`config.mk`:
```
export PLATFORM = sky130hd
export DESIGN_NAME = fp_mul_arbiter_flat
export DESIGN_NICKNAME = d
export VERILOG_FILES = /design/src/rtl/fp_mul_pkg.sv /design/src/rtl/fp_mul_if.sv /design/src/rtl/rr_picker.sv /design/src/rtl/fp_mul_arbiter.sv /design/src/flat_wrapper.sv
export SDC_FILE = /design/constraint.sdc
export NUM_CORES = 1
export LEC_CHECK = 0
export CAP_MARGIN = 5
export CORE_AREA = 2 2 153 155
export DETAILED_ROUTE_END_ITERATION = 8
export DIE_AREA = 0 0 155 157
export GPL_TIMING_DRIVEN = 0
export PLACE_DENSITY_LB_ADDON = 0.12
export RECOVER_POWER = 100
export SYNTH_ARGS = -nofsm -noshare
export SYNTH_HDL_FRONTEND = slang
export SYNTH_SLANG_ARGS = --single-unit
```
`constraint.sdc`:
```
create_clock -name clk -period 2.3 [get_ports clk]
set_input_delay 0.23 -clock clk [delete_from_list [all_inputs] [get_ports clk]]
set_output_delay 0.23 -clock clk [all_outputs]
set_load 0.1 [all_outputs]
```
`src/rtl/fp_mul_pkg.sv`:
```
// Shared types and constants for the FP multiplier arbiter.
// Holds the FSM state encoding and requester-index width helper.
package fp_mul_pkg;

  typedef enum logic [1:0] {
    S_IDLE,
    S_ISSUE,
    S_WAIT,
    S_RESP
  } state_e;

  localparam logic [31:0] QNAN = 32'h7FC00000;

  function automatic int idx_w(input int n);
    return (n > 1) ? $clog2(n) : 1;
  endfunction

endpackage

```
`src/rtl/fp_mul_if.sv`:
```
// Start/done handshake towards the shared FP multiplier.
// master: arbiter side, slave: multiplier side.
interface fp_mul_if;

  logic        mul_ready;
  logic [31:0] mul_op1;
  logic [31:0] mul_op2;
  logic [31:0] mul_res;
  logic        mul_done;

  modport master (
    output mul_ready,
    output mul_op1,
    output mul_op2,
    input  mul_res,
    input  mul_done
  );

  modport slave (
    input  mul_ready,
    input  mul_op1,
    input  mul_op2,
    output mul_res,
    output mul_done
  );

endinterface

```
`src/rtl/rr_picker.sv`:
```
// Combinational round-robin picker: first set request bit
// at or above ptr_i, wrapping around.
module rr_picker
  import fp_mul_pkg::*;
#(
  parameter int N_REQ = 4,
  parameter int IW    = idx_w(N_REQ)
) (
  input  logic [N_REQ-1:0] req_i,
  input  logic [IW-1:0]    ptr_i,
  output logic [IW-1:0]    idx_o,
  output logic             vld_o
);

  localparam logic [IW:0] NW = (IW+1)'(N_REQ);

  logic [IW:0] k;

  // Walk from farthest to nearest so the nearest hit wins.
  always_comb begin
    idx_o = '0;
    vld_o = 1'b0;
    k     = '0;
    for (int i = N_REQ - 1; i >= 0; i--) begin
      k = {1'b0, ptr_i} + (IW+1)'(i);
      if (k >= NW) k = k - NW;
      if (req_i[k[IW-1:0]]) begin
        idx_o = k[IW-1:0];
        vld_o = 1'b1;
      end
    end
  end

endmodule

```
`src/rtl/fp_mul_arbiter.sv`:
```
// Round-robin arbiter sharing one FP multiplier between
// N_REQ requesters, with a watchdog on the done pulse.
module fp_mul_arbiter
  import fp_mul_pkg::*;
#(
  parameter int N_REQ   = 4,
  parameter int TIMEOUT = 31
) (
  input  logic                 clk,
  input  logic                 rst,
  input  logic [N_REQ-1:0]     req,
  input  logic [32*N_REQ-1:0]  op1_i,
  input  logic [32*N_REQ-1:0]  op2_i,
  output logic [N_REQ-1:0]     ack,
  output logic [31:0]          res_o,
  output logic                 err,
  output logic                 busy,
  fp_mul_if.master             mul
);

  localparam int IW = idx_w(N_REQ);
  localparam logic [7:0] TMO = 8'(TIMEOUT);
  localparam logic [IW-1:0] LAST = IW'(N_REQ - 1);

  state_e state_q, state_d;

  logic [IW-1:0]    ptr_q, ptr_d;
  logic [IW-1:0]    win_q, win_d;
  logic [7:0]       cnt_q, cnt_d;
  logic [7:0]       cnt_inc;
  logic             flag_q, flag_d;
  logic [31:0]      op1_q, op1_d;
  logic [31:0]      op2_q, op2_d;
  logic [31:0]      res_q, res_d;
  logic             rdy_q, rdy_d;
  logic [N_REQ-1:0] ack_q, ack_d;
  logic             err_q, err_d;
  logic             busy_q, busy_d;

  logic [IW-1:0]    pick_idx;
  logic             pick_vld;

  logic [N_REQ-1:0][31:0] op1_a;
  logic [N_REQ-1:0][31:0] op2_a;

  assign op1_a   = op1_i;
  assign op2_a   = op2_i;
  assign cnt_inc = cnt_q + 8'd1;

  rr_picker #(
    .N_REQ (N_REQ),
    .IW    (IW)
  ) u_pick (
    .req_i (req),
    .ptr_i (ptr_q),
    .idx_o (pick_idx),
    .vld_o (pick_vld)
  );

  // Outputs are registered, so pulses are set on entry
  // to the state in which they must be visible.
  always_comb begin
    state_d = state_q;
    ptr_d   = ptr_q;
    win_d   = win_q;
    cnt_d   = cnt_q;
    flag_d  = flag_q;
    op1_d   = op1_q;
    op2_d   = op2_q;
    res_d   = res_q;
    rdy_d   = 1'b0;
    ack_d   = '0;
    err_d   = 1'b0;
    unique case (state_q)
      S_IDLE: begin
        if (pick_vld) begin
          win_d   = pick_idx;
          op1_d   = op1_a[pick_idx];
          op2_d   = op2_a[pick_idx];
          rdy_d   = 1'b1;
          state_d = S_ISSUE;
        end
      end
      S_ISSUE: begin
        cnt_d   = '0;
        state_d = S_WAIT;
      end
      S_WAIT: begin
        if (mul.mul_done) begin
          res_d        = mul.mul_res;
          ack_d[win_q] = 1'b1;
          state_d      = S_RESP;
        end else begin
          cnt_d = cnt_inc;
          if (cnt_inc == TMO) begin
            res_d        = QNAN;
            flag_d       = 1'b1;
            err_d        = 1'b1;
            ack_d[win_q] = 1'b1;
            state_d      = S_RESP;
          end
        end
      end
      S_RESP: begin
        ptr_d   = (win_q == LAST) ? '0 : win_q + 1'b1;
        flag_d  = 1'b0;
        state_d = S_IDLE;
      end
    endcase
    busy_d = (state_d != S_IDLE);
  end

  always_ff @(posedge clk) begin
    if (rst) begin
      state_q <= S_IDLE;
      ptr_q   <= '0;
      win_q   <= '0;
      cnt_q   <= '0;
      flag_q  <= 1'b0;
      op1_q   <= '0;
      op2_q   <= '0;
      res_q   <= '0;
      rdy_q   <= 1'b0;
      ack_q   <= '0;
      err_q   <= 1'b0;
      busy_q  <= 1'b0;
    end else begin
      state_q <= state_d;
      ptr_q   <= ptr_d;
      win_q   <= win_d;
      cnt_q   <= cnt_d;
      flag_q  <= flag_d;
      op1_q   <= op1_d;
      op2_q   <= op2_d;
      res_q   <= res_d;
      rdy_q   <= rdy_d;
      ack_q   <= ack_d;
      err_q   <= err_d;
      busy_q  <= busy_d;
    end
  end

  assign ack           = ack_q;
  assign res_o         = res_q;
  assign err           = err_q;
  assign busy          = busy_q;
  assign mul.mul_ready = rdy_q;
  assign mul.mul_op1   = op1_q;
  assign mul.mul_op2   = op2_q;

endmodule

```
`src/flat_wrapper.sv`:
```
// flat-port wrapper written by rule: the top's interface ports become plain ports
module fp_mul_arbiter_flat import fp_mul_pkg::*;
#(
  parameter int N_REQ   = 4,
  parameter int TIMEOUT = 31
)
  (clk, rst, req, op1_i, op2_i, ack, res_o, err, busy, mul_mul_ready, mul_mul_op1, mul_mul_op2, mul_mul_res, mul_mul_done);
  fp_mul_if mul_i ();
  input  logic clk;
  input  logic rst;
  input  logic [N_REQ-1:0] req;
  input  logic [32*N_REQ-1:0] op1_i;
  input  logic [32*N_REQ-1:0] op2_i;
  output logic [N_REQ-1:0] ack;
  output logic [31:0] res_o;
  output logic err;
  output logic busy;
  output wire logic [$bits(mul_i.mul_ready)-1:0] mul_mul_ready;
  output wire logic [$bits(mul_i.mul_op1)-1:0] mul_mul_op1;
  output wire logic [$bits(mul_i.mul_op2)-1:0] mul_mul_op2;
  input wire logic [$bits(mul_i.mul_res)-1:0] mul_mul_res;
  input wire logic [$bits(mul_i.mul_done)-1:0] mul_mul_done;
  assign mul_mul_ready = mul_i.mul_ready;
  assign mul_mul_op1 = mul_i.mul_op1;
  assign mul_mul_op2 = mul_i.mul_op2;
  assign mul_i.mul_res = mul_mul_res;
  assign mul_i.mul_done = mul_mul_done;
  fp_mul_arbiter #(.N_REQ(N_REQ), .TIMEOUT(TIMEOUT)) u_core (.clk(clk), .rst(rst), .req(req), .op1_i(op1_i), .op2_i(op2_i), .ack(ack), .res_o(res_o), .err(err), .busy(busy), .mul(mul_i));
endmodule
```
==> flow_summary_export.csv <==
group,metric,value,unit
outcome,outcome,"finished, final reports clean",
synthesis,async_flop_share,0,
placed_design,io_buffer_count,396,
sta,fin_crit,2.23,ns
min_path,hold_path_class,"input pin to flip-flop",
setup_path,slowest_stage,"clkdlybuf4s50_1",
floorplanning,initial_utilization,0.296,
cts,clk_pin_slew,0.06,ns
power_and_ir_drop,power.density,1020,nW/um2
grt,grt_pass1_wl,43.9,mm
floorplanning,core_area,22500,um2
cts,cts.repair.resized,0,
setup_path,worst_ep_required_time,2.07,ns
power_and_ir_drop,ir_worst_vdd,0.000537,V
synthesis,yosys_warnings,0,
detailed_routing,drt_iter0_markers,383,
cts,clkLatencyLatePin,0.42,ns
setup_path,crit_fanout,2,
layout,fin_util,0.516,
cts,clkSinkCount,117,
detailed_routing,routed_via_density,5.05,
layout,syn2layout_area_growth,74.3,%
setup_path,path_cells,"clkdlybuf4s50_1",
grt,grt_pass1_vias,7329,
floorplanning,row_count,55,
sta,finalSetupViolCount,0,
cts,clockBufferDepth,2,
power_and_ir_drop,power_switching,5910,uW
synthesis,synthCells,789,
power_and_ir_drop,clkPwrFrac,0.226,
synthesis,synth_edf_count,0,
placed_design,dp_hpwl,23.2,mm
synthesis,syn_area,6660,um2
setup_path,crit_buf_inv,1,
setup_path,crit_family,"buffers and inverters",
layout,fin_nets,1510,
setup_path,slowest_delay,1.19,ns
cts,cts_tree,"built",
power_and_ir_drop,p_leak,0.00431,uW
detailed_routing,postRouteAntennaNets,0,
synthesis,ys_ff_latch,117,
grt,track_usage,0.236,
grt,grt_max_degree,17,
power_and_ir_drop,share_seq_of_total_power,0.230,
synthesis,yosys_most_used_dff,"dfxtp_1",
placed_design,placed_area,11000,um2
detailed_routing,wl_per_cell,19.9,um
cts,htreeDepth,4,
floorplanning,die_h,157,um
setup_path,cp_data_arrival_time,2.00,ns
layout,drive_above_1_share,0.0813,
setup_path,rrSetupSlack,0.20,ns
sta,finClkSkew,0.0125,ns
grt,grt_overflow_total,0,
floorplanning,fp.dieW,155,um
placed_design,gp_congestion,0.853,
power_and_ir_drop,swShare,0.498,
sta,maxSlewHeadroom,0.274,
power_and_ir_drop,pwr-share-comb,0.544,
sta,whs,0.273,ns
setup_path,endpoint_kind,"output port",
synthesis,yosysSeqAreaShare,0.352,
detailed_routing,drt_pass1_iterations,5,
sta,hold_viol_final,0,
grt,antenna_found_initial,6,
floorplanning,io_pins,398,
detailed_routing,vias,7620,
cts,hold_buffers,0,
layout,final_common_cell,"clkdlybuf4s50_1",
synthesis,avgSynthCellArea,8.44,um2
sta,finalSetupTns,0,ns
floorplanning,die-area,24300,um2
setup_path,start_kind,"flip-flop",
sta,drv_slew,0,
synthesis,ys_types,57,
sta,finalCritPeriodShare,0.970,
setup_path,path_class,"flip-flop to output port",
sta,fmax,448,MHz
synthesis,synth_nets,1095,
sta,tightest_slew,1.09,ns
cts,numCtsBuffers,17,
run,cap_violations,0,
layout,design_area,11600,um2
layout,layout_common_cells,"356 x clkdlybuf4s50_1, 117 x dfxtp_1, 95 x nand2_1",
detailed_routing,route.detailed.drc,0,
power_and_ir_drop,intPower,5950,uW
cts,cts_root_buffer,"clkbuf_16",
detailed_routing,wl,29.9,mm
cts,cts_setup_buffers,0,
power_and_ir_drop,total_power,11900,uW
-- worst paths after layout --
check | startpoint | to | cells past startpoint
setup / recovery | u_core.mul.mul_op1[15] | mul_mul_op1[15] | 1
setup reg to reg | u_core.state_q[0] | u_core.mul.mul_op1[26] | 6
hold reg to reg | u_core.res_o[22] | u_core.res_o[22] | 2
hold / removal | rst | u_core.state_q[1] | 2
-- flip-flops by register name (all words and copies together) (netlist names) --
register / cells
u_core.res_o: 32
u_core.err: 1
u_core.mul.mul_op1: 32
u_core.win_q: 2
u_core.busy: 1
u_core.state_q: 2
u_core.mul.mul_ready: 1
u_core.ptr_q: 2
u_core.cnt_q: 8
u_core.ack: 4
u_core.mul.mul_op2: 32
-- power by group through the flow --
stage               logic [uW]  clock network [uW]  registers, uW
finish                    6450                2680           2730
global route              6730                2830           2790
floorplan                 1510                   0           5810
global placement          6480                   0           2770
CTS                       6510                2740           2740
detailed placement        6490                   0           2780
-- area by class of cell --
cell class / count / area (um2)
antenna: 6 / 15.0
timing repair buffer: 396 / 3960
tap: 285 / 357
buffer: 67 / 353
sequential: 117 / 2340
multi-input combinational: 586 / 3920
clock inverter: 11 / 126
inverter: 19 / 71.3
clock buffer: 21 / 460
fill: 2118 / 10900
-- synthesized netlist by cell type, types with 3 or more instances --
| master | instances | area share |
|---|---|---|
| nand3_1 | 67 | 0.050 |
| clkbuf_1 | 30 | 0.017 |
| inv_1 | 19 | 0.011 |
| a21oi_1 | 40 | 0.030 |
| nor2_1 | 21 | 0.012 |
| nand2_1 | 95 | 0.054 |
| a311oi_1 | 27 | 0.036 |
| o21ai_0 | 76 | 0.057 |
| o211ai_1 | 54 | 0.061 |
| o211ai_2 | 10 | 0.019 |
| buf_6 | 6 | 0.010 |
| a211o_1 | 4 | 0.0053 |
| nor2b_1 | 3 | 0.0028 |
| buf_4 | 8 | 0.0090 |
| ha_1 | 11 | 0.021 |
| dfxtp_1 | 117 | 0.35 |
| nor3b_1 | 3 | 0.0034 |
| mux2i_1 | 67 | 0.10 |
| buf_2 | 21 | 0.016 |
| a21o_1 | 64 | 0.072 |
-- logic make-up (layout without fill, tap and decap cells) --
logic type | after synthesis | count (layout) | share of synthesized area
muxes | 67 | 67 | 0.101
other | 0 | 6 | 0
DFF | 117 | 117 | 0.352
and+or+nand+nor | 211 | 211 | 0.152
adders and majority gates | 11 | 11 | 0.0207
AOI/OAI and AO/OA | 297 | 297 | 0.311
buffers and inverters | 86 | 514 | 0.0637
-- metal layers --
metal / part of all wire / GRT usage
met5: 0 / 0
met4: 0.014 / 0.0604
met3: 0.072 / 0.0702
met2: 0.51 / 0.415
met1: 0.41 / 0.280
-- metrics by stage --
step                      setup slack (ns)  instances
after floorplan                      0.494        789
after global placement              -0.364       1470
after detailed placement            -0.406       1470
after CTS                          0.00486       1502
after global routing              -0.00798       1505
final                               0.0696       1508
(Power assumes the default switching activity.)
